<file path="src/rtl/regfile_writeback.sv">
// Register-file write-back arbiter: single-cycle ALU path plus a FIFO-buffered load return path and a RAW scoreboard.
// Optional macro WB_FWD_EN adds same-cycle write-to-read forwarding ports.
module regfile_writeback #(
  parameter int FIFO_DEPTH = 4,
  parameter int CNT_WIDTH  = 3
) (
  input  logic                 clk,
  input  logic                 rst,
  input  logic                 alu_valid,
  input  logic [4:0]           alu_dest,
  input  logic [31:0]          alu_data,
  input  logic                 ld_valid,
  output logic                 ld_ready,
  input  logic [4:0]           ld_dest,
  input  logic [31:0]          ld_data,
  input  logic                 issue_valid,
  input  logic [4:0]           issue_dest,
`ifdef WB_FWD_EN
  input  logic [4:0]           fwd_addr1,
  input  logic [4:0]           fwd_addr2,
  output logic                 fwd_hit1,
  output logic                 fwd_hit2,
  output logic [31:0]          fwd_data1,
  output logic [31:0]          fwd_data2,
`endif
  output logic [31:0]          busy_mask,
  output logic [CNT_WIDTH-1:0] ld_count,
  output logic [4:0]           write,
  output logic [31:0]          write_data,
  output logic                 write_enable
);

  localparam int PTR_W = (FIFO_DEPTH > 1) ? $clog2(FIFO_DEPTH) : 1;
  localparam logic [CNT_WIDTH-1:0] FULL_CNT = CNT_WIDTH'(FIFO_DEPTH);

  logic [4:0]       fifo_dest [FIFO_DEPTH];
  logic [31:0]      fifo_data [FIFO_DEPTH];
  logic [PTR_W-1:0] wr_ptr, rd_ptr;
  logic             fifo_empty, ld_xfer, push, pop;

  logic             sel_vld_p0, sel_ld_p0;
  logic [4:0]       sel_dest_p0;
  logic [31:0]      sel_data_p0;
  logic [31:0]      busy_nxt;

  assign fifo_empty = (ld_count == '0);
  assign ld_ready   = (ld_count != FULL_CNT);
  assign ld_xfer    = ld_valid && ld_ready;

  // Stage p0: pick one result; ALU first, then the FIFO head, then a bypassing load.
  always_comb begin
    sel_vld_p0  = 1'b0;
    sel_ld_p0   = 1'b0;
    sel_dest_p0 = 5'd0;
    sel_data_p0 = 32'd0;
    push        = 1'b0;
    pop         = 1'b0;
    if (alu_valid) begin
      sel_vld_p0  = 1'b1;
      sel_dest_p0 = alu_dest;
      sel_data_p0 = alu_data;
      push        = ld_xfer;
    end else if (!fifo_empty) begin
      sel_vld_p0  = 1'b1;
      sel_ld_p0   = 1'b1;
      sel_dest_p0 = fifo_dest[rd_ptr];
      sel_data_p0 = fifo_data[rd_ptr];
      pop         = 1'b1;
      push        = ld_xfer;
    end else if (ld_xfer) begin
      sel_vld_p0  = 1'b1;
      sel_ld_p0   = 1'b1;
      sel_dest_p0 = ld_dest;
      sel_data_p0 = ld_data;
    end
  end

  // A same-cycle reservation overrides a clear; r0 can never be busy.
  always_comb begin
    busy_nxt = busy_mask;
    if (sel_ld_p0)
      busy_nxt[sel_dest_p0] = 1'b0;
    if (issue_valid)
      busy_nxt[issue_dest] = 1'b1;
    busy_nxt[0] = 1'b0;
  end

  always_ff @(posedge clk) begin
    if (push) begin
      fifo_dest[wr_ptr] <= ld_dest;
      fifo_data[wr_ptr] <= ld_data;
    end
  end

  always_ff @(posedge clk) begin
    if (rst) begin
      wr_ptr    <= '0;
      rd_ptr    <= '0;
      ld_count  <= '0;
      busy_mask <= 32'd0;
    end else begin
      if (push)
        wr_ptr <= wr_ptr + PTR_W'(1);
      if (pop)
        rd_ptr <= rd_ptr + PTR_W'(1);
      case ({push, pop})
        2'b10:   ld_count <= ld_count + CNT_WIDTH'(1);
        2'b01:   ld_count <= ld_count - CNT_WIDTH'(1);
        default: ld_count <= ld_count;
      endcase
      busy_mask <= busy_nxt;
    end
  end

  // Stage p1: registered register-file write port; address/data hold when idle.
  always_ff @(posedge clk) begin
    if (rst) begin
      write_enable <= 1'b0;
      write        <= 5'd0;
      write_data   <= 32'd0;
    end else begin
      write_enable <= sel_vld_p0 && (sel_dest_p0 != 5'd0);
      if (sel_vld_p0 && (sel_dest_p0 != 5'd0)) begin
        write      <= sel_dest_p0;
        write_data <= sel_data_p0;
      end
    end
  end

`ifdef WB_FWD_EN
  assign fwd_hit1  = write_enable && (write == fwd_addr1) && (fwd_addr1 != 5'd0);
  assign fwd_hit2  = write_enable && (write == fwd_addr2) && (fwd_addr2 != 5'd0);
  assign fwd_data1 = write_data;
  assign fwd_data2 = write_data;
`endif

endmodule

</file>
<file path="config.mk">
export PLATFORM = sky130hd
export DESIGN_NAME = regfile_writeback
export DESIGN_NICKNAME = d
export VERILOG_FILES = /design/src/rtl/regfile_writeback.sv
export SDC_FILE = /design/constraint.sdc
export NUM_CORES = 1
export LEC_CHECK = 0
export ABC_AREA = 0
export CAP_MARGIN = 40
export CORE_MARGIN = 2
export CORE_UTILIZATION = 53
export CTS_CLUSTER_DIAMETER = 120
export DETAILED_ROUTE_END_ITERATION = 16
export GPL_TIMING_DRIVEN = 0
export PLACE_DENSITY = 0.79
export SLEW_MARGIN = 10
export SYNTH_ARGS = -nofsm -noshare
export SYNTH_HDL_FRONTEND = slang
export SYNTH_SLANG_ARGS = --single-unit
export TNS_END_PERCENT = 50
</file>
<file path="constraint.sdc">
create_clock -name clk -period 3.03 [get_ports clk]
set_input_delay 0.606 -clock clk [delete_from_list [all_inputs] [get_ports clk]]
set_output_delay 0.606 -clock clk [all_outputs]
set_load 0.05 [all_outputs]
</file>
Word-level counts from Yosys, hierarchy flattened
Memory sizes are Yosys's and may differ from the RTL's. A register that Yosys moved wholly into a read port is not among the register bits.
Cells that the tools add are included.
Word-level totals
  word-level logic and storage cells: 58
  bits in writable memories: 148
  memories: 2
  flip-flop bits (word level): 77
  output and inout bits: 74
Memories
  fifo_data: depth 4, bits a word 32, rd ports 1, clocked after memory_dff 1, wr ports 1, line 37  | logic [31:0] fifo_data [FIFO_DEPTH];
  fifo_dest: depth 4, bits a word 5, rd ports 1, clocked after memory_dff 1, wr ports 1, line 36  | logic [4:0] fifo_dest [FIFO_DEPTH];
Operators by class
  muxes and demuxes: 27
  $add $sub $neg: 4
  bitwise logic cells: 3
  reduce and logical (&&, ||, !) cells: 7
  $lt $le $gt $ge: 4
  equal/unequal tests: 3
Operators with widths (number)
  32-bit two-way mux: 5
  32-bit bitwise AND: 1
  32-bit inverter: 1
  32-bit OR: 1
  5-bit two-way mux: 3
  5-bit by 6-bit less-than comparator with 1-bit output (second input constant): 2
  1-bit two-way mux: 12
  1-bit demux with 5-bit select: 2
  5-bit by 1-bit >= comparator with 1-bit output (second input constant): 2
  2-bit two-way mux: 4
  3-bit one-hot mux with 2 select lines: 1
  5-bit nonzero test: 1
  2-bit by 1-bit adder with 2-bit output (second input constant): 2
  1-bit logical AND: 4
  3-bit by 1-bit adder with 3-bit output (second input constant): 1
  3-bit logical NOT: 1
  3-bit inequality test (second input constant): 1
  3-bit by 1-bit subtractor with 3-bit output (second input constant): 1
  2-bit by 1-bit == test with 1-bit output (second input constant): 1
  2-bit == test (second input constant): 1
  2-bit nonzero test: 1

Longest topological paths before layout
Gate-level depths: netlist of the first run.
  word-level depth: 14
  gate-level depth with buffers: 10
  gate-level depth less buffers: 9

Least setup slack after synthesis of the first run
No wires, ideal clock.
  kind: input -> register
  start: input port ld_valid
  end: memory fifo_data[1][0] (enable)
  buffers on the path: 2
  arrival: 2.396 ns
  setup slack: 0.236 ns
  required time: 2.632 ns
  stages on the path: 4
  cells stage by stage: clkbuf_1 -> clkbuf_1 -> a21boi_1 -> and2_1
On the way
  word-level cells in the longest chain between the ends: 5
Ends and longest elaborated chain
  start, declared: line 12  | input logic ld_valid,
  1-bit logical AND *: line 48  | assign ld_xfer = ld_valid && ld_ready;
  1-bit two-way mux: line 63  | end else if (!fifo_empty) begin
  1-bit two-way mux *: line 58  | if (alu_valid) begin
  1-bit two-way mux *: line 89  | if (push) begin
  1-bit two-way mux (not written as such) *: line 91  | fifo_data[wr_ptr] <= ld_data;
  end, declared: line 37
Mark *: on every way between the ends. The rest lies on a longest branch, timed or not.

Final worst setup path of the first run
  start: register ld_count[2]
  end: register write_data[29]
On the way
  word-level cells in the longest chain between the ends: 7
  elaborated cells on any way between the ends: 14
Ends and longest elaborated chain
  start, declared: line 27  | output logic [CNT_WIDTH-1:0] ld_count,
  start signal, assigned: line 107  | 2'b10: ld_count <= ld_count + CNT_WIDTH'(1);
  start signal, assigned: line 108  | 2'b01: ld_count <= ld_count - CNT_WIDTH'(1);
  start signal, assigned: line 109  | default: ld_count <= ld_count;
  3-bit inequality test: line 47  | assign ld_ready = (ld_count != FULL_CNT);
  1-bit logical AND: line 48
  5-bit two-way mux: line 70  | end else if (ld_xfer) begin
  5-bit two-way mux: line 63
  5-bit two-way mux: line 58
  5-bit nonzero test: line 123  | if (sel_vld_p0 && (sel_dest_p0 != 5'd0)) begin
  1-bit logical AND: line 123
  end signal, assigned: line 125  | write_data <= sel_data_p0;
  end, declared: line 29  | output logic [31:0] write_data,
Several ways; a longest one is shown, not always the timed one.
A chain may end at the register's enable or synchronous reset.

==> results of run 1 <==
-- worst max path at each step --
stage	end
after CTS	ld_count[2]
final	write_data[29]
after global routing	write_data[16]
after detailed placement	ld_count[2]
after floorplan	fifo_data[1][0]
after global placement	fifo_data[3][12]
-- logic make-up after synthesis --
group | share of synthesized area, %
DFF | 62.3
adders and majority gates | 0.856
xor gates and xnor gates | 0.454
other | 0.0389
buffers and inverters | 3.44
and+or+nand+nor | 12.3
muxes | 9.09
AOI/OAI and AO/OA | 11.6
-- sequential cells by signal (all words and copies together), names as in the netlist, named ones only --
| signal | count |
|---|---|
| fifo_data | 128 |
| write_data | 32 |
| busy_mask | 31 |
| fifo_dest | 20 |
| write | 5 |
| ld_count | 3 |
| rd_ptr | 2 |
| wr_ptr | 2 |
| write_enable | 1 |
-- stage by stage --
stage	util, %	instance area (um2)	setup WS (ns)	TNS (ns)
6_report	69.1	12400	0.142	0
5_1_grt	69.1	12400	0.0150	0
4_1_cts	69.1	12400	0.0475	0
3_5_place_dp	64.9	11600	-0.625	-82.96
3_3_place_gp	64.1	11500	-1.38	-209.68
2_1_floorplan	-	9650	0.236	0
-- synthesized netlist by cell type (all sizes together), types with 6 or more instances --
cell,count
edfxtp,148
dfxtp,78
clkbuf,42
nand2,41
a21oi,39
o41ai,39
mux4,37
and3,36
nor2b,35
a211oi,32
nand4b,32
nor2,25
buf,22
a311oi,15
o31ai,10
and2,9
inv,6
-- repair_timing --
| item | 4_1_cts | 5_1_grt |
|---|---|---|
| resized for setup | 2 | 5 |
| setup endpoints to repair | 84 | 1 |
| hold endpoints to repair | 0 | 0 |
-- worst reg2reg max path, stage by stage (launching register included) --
cell and delay (ns):
sky130_fd_sc_hd__dfxtp_1 0.36, sky130_fd_sc_hd__or3_1 0.39, sky130_fd_sc_hd__clkbuf_1 0.27, sky130_fd_sc_hd__and2_1 0.26, sky130_fd_sc_hd__o31a_1 0.43, sky130_fd_sc_hd__nor3_2 0.34, sky130_fd_sc_hd__buf_4 0.30, sky130_fd_sc_hd__buf_4 0.22
sky130_fd_sc_hd__nand4b_1 0.13, sky130_fd_sc_hd__o41ai_1 0.08
-- routing by layer --
| metal | track usage, % | vias to the layer above |
|---|---|---|
| li1 | - | 3106 |
| met1 | 33.8 | 3527 |
| met2 | 43.4 | 333 |
| met3 | 3.87 | 52 |
| met4 | 8.08 | 0 |
| met5 | 0 | - |
-- layout make-up --
| cell class | count | share of cell area (%) |
|---|---|---|
| Sequential cell | 226 | 48.5 |
| Clock inverter | 7 | 0.718 |
| Buffer | 64 | 2.53 |
| Clock buffer | 35 | 5.27 |
| Multi-Input combinational cell | 397 | 26.8 |
| Tap cell | 229 | 2.32 |
| Inverter | 6 | 0.182 |
| Timing Repair Buffer | 163 | 13.6 |
-- power by group --
part	internal (W)	switching (W)	total, W
Combinational	0.00129	0.00205	0.00334
Sequential	0.00367	0.000167	0.00384
Clock	0.00166	0.00115	0.00280
Total	0.00662	0.00336	0.00998
==> qor.json, run 1 <==
{
  "outcome": {"value": "finished, final reports clean"},
  "final_hold_viol_count": {"value": 0},
  "multi_input_comb_area": {"value": 3320, "unit": "um2"},
  "final_antenna_net_count": {"value": 0},
  "first_pass_grt_wire_length": {"value": 38.8, "unit": "mm"},
  "layout-drive-gt1-share": {"value": 13.6, "unit": "%"},
  "synth_seq_area_share": {"value": 62.3, "unit": "%"},
  "syn_nets": {"value": 783},
  "avgRoutedWirePerCell": {"value": 22.5, "unit": "um"},
  "detailed_route_wire_length_on_metal_1": {"value": 10.2, "unit": "mm"},
  "final_skew": {"value": 0.0104, "unit": "ns"},
  "detail_route.first_pass.iterations": {"value": 5},
  "mostFrequentLayoutCell": {"value": "sky130_fd_sc_hd__clkdlybuf4s50_1"},
  "width_of_the_chip": {"value": 139, "unit": "um"},
  "cpMostUsedCell": {"value": "sky130_fd_sc_hd__buf_4"},
  "setup_viol_count_final": {"value": 0},
  "clock_tree.htree_level_count": {"value": 1},
  "pwr_density_cell": {"value": 807, "unit": "nW/um2"},
  "hold_path_class": {"value": "reg -> reg"},
  "grt_antenna_before_repair": {"value": 0},
  "rsz0062_at_grt": {"value": "no"},
  "worstSetupStartpointType": {"value": "flop"},
  "cp_max_fo": {"value": 10},
  "floorplan.core_area": {"value": 17900, "unit": "um2"},
  "area_share_of_the_leading_cell_type_in_the_synthesized_netlist": {"value": 46.1, "unit": "%"},
  "topRoutingLayerUsed": {"value": "met4"},
  "power.ir.vdd_worst": {"value": 0.552, "unit": "mV"},
  "synthDistinctLibCells": {"value": 46},
  "crit_buf_inv": {"value": 3},
  "clock.fmax": {"value": 0.346, "unit": "GHz"},
  "floorplan.initialDensity": {"value": 53.9, "unit": "%"},
  "cp_top_family": {"value": "simple AND/OR/NAND/NOR gates"},
  "ff_to_ff_start": {"value": "ld_count[2]"},
  "drv_cap": {"value": 0},
  "filler_cell_count": {"value": 1196},
  "dr.first_iter.drc_count": {"value": 570},
  "met2_wirelength": {"value": 12.7, "unit": "mm"},
  "number_of_global_route_vias_before_repair": {"value": 7020},
  "synth_ff_type": {"value": "sky130_fd_sc_hd__edfxtp_1"},
  "drc_markers": {"value": 0},
  "antennaDiodeCount": {"value": 0},
  "cts_setup_buffers": {"value": 0},
  "numCtsBuffers": {"value": 23},
  "clock_path_buffers": {"value": 3},
  "timing.critical_path.slowest_cell_delay": {"value": 0.43, "unit": "ns"},
  "synth_enable_flop_cells": {"value": 148},
  "viasPerCell": {"value": 6.23},
  "holdPathStages": {"value": 2},
  "io_pins": {"value": 158},
  "num_vias": {"value": 7018},
  "rows": {"value": 49},
  "synthesis.area": {"value": 9650, "unit": "um2"},
  "r2r.worst_path.cells": {"value": 9},
  "tightest_slew": {"value": 0.941, "unit": "ns"},
  "synth_top_cells_by_area": {"value": "sky130_fd_sc_hd__edfxtp_1, sky130_fd_sc_hd__dfxtp_1, sky130_fd_sc_hd__mux4_2"},
  "crit_slowest_cell": {"value": "sky130_fd_sc_hd__o31a_1"},
  "hold_end": {"value": "write[4]"},
  "leakage": {"value": 4.13, "unit": "nW"},
  "chipHeight": {"value": 139, "unit": "um"},
  "hold-worst-slack": {"value": 0.471, "unit": "ns"},
  "worst-r2r-setup-slack": {"value": 0.14, "unit": "ns"},
  "layout.nets": {"value": 971},
  "fin_cells": {"value": 1127},
  "final_slew_violations": {"value": 0},
  "post-place-cells": {"value": 1085},
  "layout_common_cells": {"value": "sky130_fd_sc_hd__clkdlybuf4s50_1, sky130_fd_sc_hd__edfxtp_1, sky130_fd_sc_hd__dfxtp_1"},
  "cts_sinks": {"value": 226},
  "setup.worst_path.class": {"value": "reg -> reg"},
  "synthesis.instances": {"value": 693},
  "register_area": {"value": 6010, "unit": "um2"},
  "grt_remaining_overflow": {"value": 0},
  "met3RoutedLength": {"value": 1.77, "unit": "mm"},
  "arrival_time_worst_endpoint": {"value": 3.29, "unit": "ns"},
  "grt_util_all_layers": {"value": 25.4, "unit": "%"},
  "hold_start": {"value": "write[4]"},
  "clk_pin_slew": {"value": 0.06, "unit": "ns"},
  "cts_hold_buf": {"value": 0},
  "min_period": {"value": 2.89, "unit": "ns"},
  "cp-end-kind": {"value": "flop"},
  "critical_path_required": {"value": 3.43, "unit": "ns"},
  "dpl.hpwl": {"value": 17.3, "unit": "mm"},
  "timing.critical_path.depth": {"value": 9},
  "synth-warning-count": {"value": 0},
  "synth.largest_area_cell": {"value": "sky130_fd_sc_hd__edfxtp_1"},
  "grt_start_max_net_pins": {"value": 22},
  "totalWireLength": {"value": 25.3, "unit": "mm"},
  "synthesis.area_per_instance": {"value": 13.9, "unit": "um2"},
  "postSynth.asyncResetShare": {"value": 0, "unit": "%"},
  "crit_chain": {"value": "or3_1 > clkbuf_1 > and2_1 > o31a_1 > nor3_2 > buf_4 > buf_4 > nand4b_1 > o41ai_1"},
  "cts_tree": {"value": "done"},
  "finalPower": {"value": 0.00998, "unit": "W"},
  "yosys_register_bits": {"value": 226},
  "r2r-end": {"value": "write_data[29]"},
  "dieArea": {"value": 19300, "unit": "um2"},
  "post-route-period-util": {"value": 95.3, "unit": "%"},
  "ctsRootBufferMaster": {"value": "sky130_fd_sc_hd__clkbuf_16"},
  "slew_headroom": {"value": 37.1, "unit": "%"},
  "worst_setup_path_startpoint": {"value": "ld_count[2]"},
  "finalWeightedCongestion": {"value": 0.856},
  "layout-area-overhead-vs-synth": {"value": 28.3, "unit": "%"},
  "port-buffer-count": {"value": 155},
  "insertion_delay": {"value": 0.51, "unit": "ns"}
}
(Power assumes the default switching activity.)
==> inputs of run 2 (changes only) <==
--- a/config.mk
+++ b/config.mk
@@ -14,4 +14,5 @@
 export GPL_TIMING_DRIVEN = 0
 export PLACE_DENSITY = 0.79
+export SKIP_CTS_REPAIR_TIMING = 1
 export SLEW_MARGIN = 10
 export SYNTH_ARGS = -nofsm -noshare
==> constraint.sdc (replaced) <==
create_clock -name clk -period 3.03 [get_ports clk]
set_input_delay 0.606 -clock clk [delete_from_list [all_inputs] [get_ports clk]]
set_output_delay 0.606 -clock clk [all_outputs]
set_load 0.01 [all_outputs]
==> results of run 2 <==
Same layout as run 1 (identical final DEF). Status: finished, final reports clean.
Main changes from that run: via count of the first global-routing pass 7020 -> 7027; met1 usage 33.8% -> 33.9%; total power 0.00998 W -> 0.00955 W; worst IR drop on VDD 0.552 mV -> 0.551 mV
